### src/rtl/tlp_xcvr_pkg.sv
// Shared transceiver-side datapath types used by the TLP generation and TX blocks.
package tlp_xcvr_pkg;

  typedef logic [63:0] uint64;

endpackage

### src/rtl/tlp_arb_pkg.sv
// Types and helpers shared by the TLP TX arbiter and its rotating picker.
package tlp_arb_pkg;

  localparam int ARB_MAX_SRC  = 8;
  localparam int ARB_IDX_BITS = $clog2(ARB_MAX_SRC);

  typedef logic [ARB_IDX_BITS-1:0] SrcIndex;

  typedef enum logic {
    IDLE = 1'b0,
    BUSY = 1'b1
  } ArbState;

  typedef tlp_xcvr_pkg::uint64 uint64;

  // Next source index after idx, wrapping at numSrc.
  function automatic SrcIndex wrapInc(input SrcIndex idx, input int numSrc);
    SrcIndex nxt;
    nxt = idx + SrcIndex'(1);
    if (int'(idx) + 1 >= numSrc) nxt = '0;
    return nxt;
  endfunction

endpackage

### src/rtl/tlp_arb_rr_pick.sv
// Combinational rotating-priority picker: first set request at or above rrPtr_i,
// scanning upward modulo NUM_SRC.
module tlp_arb_rr_pick #(
  parameter int NUM_SRC  = 2,
  parameter int SRC_BITS = $clog2(NUM_SRC)
) (
  input  logic [NUM_SRC-1:0]  req_i,
  input  logic [SRC_BITS-1:0] rrPtr_i,
  output logic                found_o,
  output logic [SRC_BITS-1:0] winner_o
);

  // Scan from the farthest offset down so the nearest requester overwrites last.
  always_comb begin
    int idx;
    found_o  = 1'b0;
    winner_o = '0;
    idx      = 0;
    for (int k = NUM_SRC - 1; k >= 0; k--) begin
      idx = (int'(rrPtr_i) + k) % NUM_SRC;
      if (req_i[idx[SRC_BITS-1:0]]) begin
        found_o  = 1'b1;
        winner_o = idx[SRC_BITS-1:0];
      end
    end
  end

endmodule

### src/rtl/tlp_tx_arbiter.sv
// Packet-atomic round-robin arbiter merging NUM_SRC TLP sources onto one TX stream.
// Define TLP_ARB_PRIO0_EN to give source 0 strict priority at packet boundaries.
module tlp_tx_arbiter
  import tlp_arb_pkg::*;
#(
  parameter int NUM_SRC  = 2,
  parameter int SRC_BITS = $clog2(NUM_SRC)
) (
  input  logic                  pcieClk_in,
  input  logic                  pcieRstN_in,
  input  uint64 [NUM_SRC-1:0]   srcData_in,
  input  logic  [NUM_SRC-1:0]   srcValid_in,
  output logic  [NUM_SRC-1:0]   srcReady_out,
  input  logic  [NUM_SRC-1:0]   srcSOP_in,
  input  logic  [NUM_SRC-1:0]   srcEOP_in,
  output uint64                 txData_out,
  output logic                  txValid_out,
  input  logic                  txReady_in,
  output logic                  txSOP_out,
  output logic                  txEOP_out,
  output logic  [SRC_BITS-1:0]  grant_out,
  output logic                  busy_out,
  output logic                  protoErr_out
);

  ArbState             state_q, state_d;
  logic [SRC_BITS-1:0] grant_q, grant_d;
  logic [SRC_BITS-1:0] rrPtr_q, rrPtr_d;
  logic                started_q, started_d;

  logic [NUM_SRC-1:0]  req, pickReq;
  logic [SRC_BITS-1:0] nextPtr, pickPtr, pickWinner, winner;
  logic                pickFound, found;
  logic                busy, beatHs, eopHs, sopErr, strayErr;

  assign busy   = (state_q == BUSY);
  assign req    = srcValid_in & srcSOP_in;
  assign beatHs = busy & srcValid_in[grant_q] & txReady_in;
  assign eopHs  = beatHs & srcEOP_in[grant_q];

`ifdef TLP_ARB_PRIO0_EN
  // Source 0 sits outside the rotation, so its grants leave the pointer alone.
  assign pickReq = {req[NUM_SRC-1:1], 1'b0};
  assign nextPtr = (grant_q == '0) ? rrPtr_q
                                   : SRC_BITS'(wrapInc(SrcIndex'(grant_q), NUM_SRC));
  assign found   = req[0] | pickFound;
  assign winner  = req[0] ? '0 : pickWinner;
`else
  assign pickReq = req;
  assign nextPtr = SRC_BITS'(wrapInc(SrcIndex'(grant_q), NUM_SRC));
  assign found   = pickFound;
  assign winner  = pickWinner;
`endif

  // At an EOP boundary the re-grant already sees the advanced pointer.
  assign pickPtr = busy ? nextPtr : rrPtr_q;
  assign rrPtr_d = eopHs ? nextPtr : rrPtr_q;

  tlp_arb_rr_pick #(
    .NUM_SRC  (NUM_SRC),
    .SRC_BITS (SRC_BITS)
  ) u_pick (
    .req_i    (pickReq),
    .rrPtr_i  (pickPtr),
    .found_o  (pickFound),
    .winner_o (pickWinner)
  );

  always_comb begin
    state_d   = state_q;
    grant_d   = grant_q;
    started_d = started_q;
    case (state_q)
      IDLE: begin
        started_d = 1'b0;
        if (found) begin
          state_d = BUSY;
          grant_d = winner;
        end
      end
      BUSY: begin
        if (beatHs) begin
          started_d = 1'b1;
          if (srcEOP_in[grant_q]) begin
            started_d = 1'b0;
            if (found) grant_d = winner;
            else       state_d = IDLE;
          end
        end
      end
      default: state_d = IDLE;
    endcase
  end

  always_ff @(posedge pcieClk_in or negedge pcieRstN_in) begin
    if (!pcieRstN_in) begin
      state_q   <= IDLE;
      grant_q   <= '0;
      rrPtr_q   <= '0;
      started_q <= 1'b0;
    end else begin
      state_q   <= state_d;
      grant_q   <= grant_d;
      rrPtr_q   <= rrPtr_d;
      started_q <= started_d;
    end
  end

  always_comb begin
    txValid_out  = 1'b0;
    txData_out   = '0;
    txSOP_out    = 1'b0;
    txEOP_out    = 1'b0;
    srcReady_out = '0;
    if (busy) begin
      txValid_out           = srcValid_in[grant_q];
      txData_out            = srcData_in[grant_q];
      txSOP_out             = srcSOP_in[grant_q];
      txEOP_out             = srcEOP_in[grant_q];
      srcReady_out[grant_q] = txReady_in;
    end
  end

  // Any source other than the one owning the link must open with SOP.
  always_comb begin
    strayErr = 1'b0;
    for (int i = 0; i < NUM_SRC; i++) begin
      if (srcValid_in[i] && !srcSOP_in[i] && !(busy && (int'(grant_q) == i)))
        strayErr = 1'b1;
    end
  end

  assign sopErr       = beatHs & srcSOP_in[grant_q] & started_q;
  assign protoErr_out = pcieRstN_in & (sopErr | strayErr);
  assign grant_out    = grant_q;
  assign busy_out     = busy;

endmodule

### config.mk
export PLATFORM = sky130hd
export DESIGN_NAME = tlp_tx_arbiter
export DESIGN_NICKNAME = d
export VERILOG_FILES = /design/src/rtl/tlp_xcvr_pkg.sv /design/src/rtl/tlp_arb_pkg.sv /design/src/rtl/tlp_arb_rr_pick.sv /design/src/rtl/tlp_tx_arbiter.sv
export SDC_FILE = /design/constraint.sdc
export NUM_CORES = 1
export LEC_CHECK = 0
export BUFFER_PORTS_ARGS = -buffer_cell sky130_fd_sc_hd__buf_2
export CAP_MARGIN = 5
export CORE_AREA = 2 2 81 83
export CTS_CLUSTER_DIAMETER = 100
export DETAILED_ROUTE_END_ITERATION = 8
export DIE_AREA = 0 0 83 85
export PLACE_DENSITY = 0.66
export SLEW_MARGIN = 20
export SYNTH_ARGS = -nofsm -noshare
export SYNTH_HDL_FRONTEND = slang
export SYNTH_HIERARCHICAL = 1
export SYNTH_SLANG_ARGS = --single-unit
### constraint.sdc
create_clock -name pcieClk_in -period 1.4 [get_ports pcieClk_in]
set_input_delay 0.14 -clock pcieClk_in [delete_from_list [all_inputs] [get_ports pcieClk_in]]
set_output_delay 0.14 -clock pcieClk_in [all_outputs]
set_load 0.05 [all_outputs]
==> flow_summary.ini <==
[grt]
antenna_found_initial = 0
global_route.overflow_total = 0
number_of_global_route_vias_before_repair = 2356
grt_max_degree = 24
gr-usage-all-layers_pct = 18.9
grt_pass1_wl_mm = 11.0

[yosys]
post_synthesis_register_bit_count = 4
mappedNetlistNets = 322
synthesis.instances = 185
synth-async-reset-ratio_pct = 100
synth.yosys.seq_area_share_pct = 7.66
yosysUniqueCellTypes = 30
synthesis.area_per_instance_um2 = 7.06
synth-main-ff-cell = sky130_fd_sc_hd__dfrtp_1
number_of_enable_type_register_cells_in_the_synthesized_netlist = 0
synthesis.yosys.warnings = 6
netlist_area_mm2 = 0.00131

[cells_and_area]
drive_gt1_share_pct = 92.2
syn_to_layout_area_delta_pct = 239
fill_cells = 412
antennaDiodeCount = 0
final_cell_mix = sky130_fd_sc_hd__buf_2, sky130_fd_sc_hd__nor2_4, sky130_fd_sc_hd__mux2i_4
mostFrequentLayoutCell = sky130_fd_sc_hd__buf_2
finalNetCount = 548
fin_cells = 486

[floorplan]
core_area_mm2 = 0.00620
rows = 29
die_x_um = 83
initial_utilization_pct = 21.1
floorplan.die_area_mm2 = 0.00706
pin_count = 209
die_height_um = 85

[clock_network]
cts_sinks = 4
cts_buffers = 3
max_clock_buf_depth = 2
clk_transition_reported_paths_ns = 0.03
cts_tree = done
clk-insertion-delay-late_ns = 0.22
clock-root-buffer = sky130_fd_sc_hd__clkbuf_8
htreeDepth = 1

[status]
violated_checks = negative setup slack
status = finished, violations left

[drt]
dr.pass1.iters = 4
detail-route-antenna-nets = 0
dr_vias = 2309
detail_route.wl_per_cell_um = 15.9
viasPerCell = 4.75
drt_iter0_drc = 31
totalWireLength_mm = 7.75
drc = 0

[place]
place_congestion = 0.899
hpwlAfterDp_mm = 4.85
post-place-cells = 478
portBuffers = 208
preCtsSetupSlack_ns = -0.165

[worst_hold_path]
hold_path_class = primary input to async pin

[pwr]
design_power_total_mw = 10.2
leakage_nw = 1.83
peakVddDrop_uv = 1530
cell_area_power_density_mw_per_mm2 = 2300

[timing]
max_slew.worst_pin.slew_ns = 0.414
grt_setup_unrepaired = true
final_min_period_over_clock_period_pct = 123
finalClockSkew_ns = 0.00279
timing_hold_violations_final = 0
max_freq_mhz = 583
finalCriticalPeriod_ns = 1.72
setup_viol_count_final = 73
worst_slack_ns = -0.316
worst_slew_margin_rel_pct = 71.6
drv_slew = 0

[setup_path]
worst_path_max_delay_cell = sky130_fd_sc_hd__dfrtp_4
endpoint_kind = output pin
arrival_ns = 1.58
cp_data_required_time_ns = 1.26
timing.critical_path.cells = or3b_1 -> a32oi_1 -> o21a_2 -> buf_6
critical_path.max_fanout = 5
max_stage_delay_ns = 0.50
criticalPathCategory = flip-flop to output pin
critical_path.startpoint_type = flip-flop

[flow_run]
maxCapViolations = 0
through the flow:
step           setup TNS [ns]  hold slack, ns  util (%)  area (um2)
6_report               -17.32           0.262      71.3        4430
5_1_grt                -20.63           0.290      71.3        4430
4_1_cts                -17.62           0.262      65.2        4040
3_5_place_dp            -4.10         -0.0320      50.7        3150
3_3_place_gp            -3.20         -0.0362      50.7        3150
2_1_floorplan           -8.78          -0.156         -        1850
worst paths after layout:
check / slack [ns] / cells after the start / from / end
setup / recovery: -0.32 / 4 / grant_out / protoErr_out
hold / removal: 0.26 / 2 / pcieRstN_in / grant_out
setup reg to reg: -0.13 / 5 / grant_out / grant_out
hold reg to reg: 0.51 / 1 / rrPtr_q / rrPtr_q
max in group asynchronous: 0.98 / 2 / pcieRstN_in / grant_out
min in group pcieClk_in: 0.27 / 3 / srcEOP_in[1] / rrPtr_q
metal layers:
layer | vias to the layer above | share of wire (%) | GRT usage (%)
met5 | - | 0 | 0
met4 | 0 | 2.5 | 4.17
met3 | 22 | 6.1 | 2.82
met2 | 129 | 61 | 39.4
met1 | 1055 | 31 | 19.6
li1 | 1103 | - | -
power by group:
part | internal, mW | switching [mW]
sequential | 0.175 | 0.0525
combinational | 4.25 | 5.46
clock | 0.184 | 0.0679
total | 4.61 | 5.59
area by class of cell:
type                       count  area, um2  area share [%]
inverter                       3       16.3           0.367
tap                           77       96.3            2.18
timing repair buffer         236       1830            41.4
multi-input combinational    163       2330            52.7
sequential                     4        105            2.37
clock buffer                   3       41.3           0.933
flip-flops by register name (all words and copies together), names as in the netlist:
signal and flops:
rrPtr_q 1, grant_out 1, busy_out 1, started_q 1
worst max-delay path, delay by kind of cell (launching register included):
kind	cells	cell delay [ns]
flops	1	0.50
simple gates	1	0.36
compound gates	2	0.35
buf+inv	1	0.15
Yosys cell counts, types with 2 or more instances:
cell	instances	area [um2]
sky130_fd_sc_hd__nor2_1	68	255
sky130_fd_sc_hd__dfrtp_1	4	100
sky130_fd_sc_hd__nand2_1	3	11.3
sky130_fd_sc_hd__nand2b_1	3	18.8
sky130_fd_sc_hd__o21ai_0	2	10.0
sky130_fd_sc_hd__buf_6	2	22.5
sky130_fd_sc_hd__inv_1	2	7.51
sky130_fd_sc_hd__buf_2	5	25.0
sky130_fd_sc_hd__mux2i_1	67	671
sky130_fd_sc_hd__and2_1	3	18.8
sky130_fd_sc_hd__clkbuf_1	7	26.3
repair_timing:
| item | in CTS | in global routing |
|---|---|---|
| endpoints found under the setup margin | 74 | 74 |
| gates cloned | 1 | 3 |
| setup buffers | 0 | 0 |
| resized for setup | 189 | 71 |
| hold buffers | 1 | 0 |
| hold endpoints to repair | 4 | 0 |
| pin swaps | 0 | 1 |
cells by family after synthesis:
group,count (synthesis),synth area share (%)
DFF,4,7.66
and+or+nand+nor,85,27.4
AOI/OAI and AO/OA,10,5.65
muxes,68,52.2
buffers and inverters,18,7.09
Note: power is estimated with default switching activity, not from simulation.
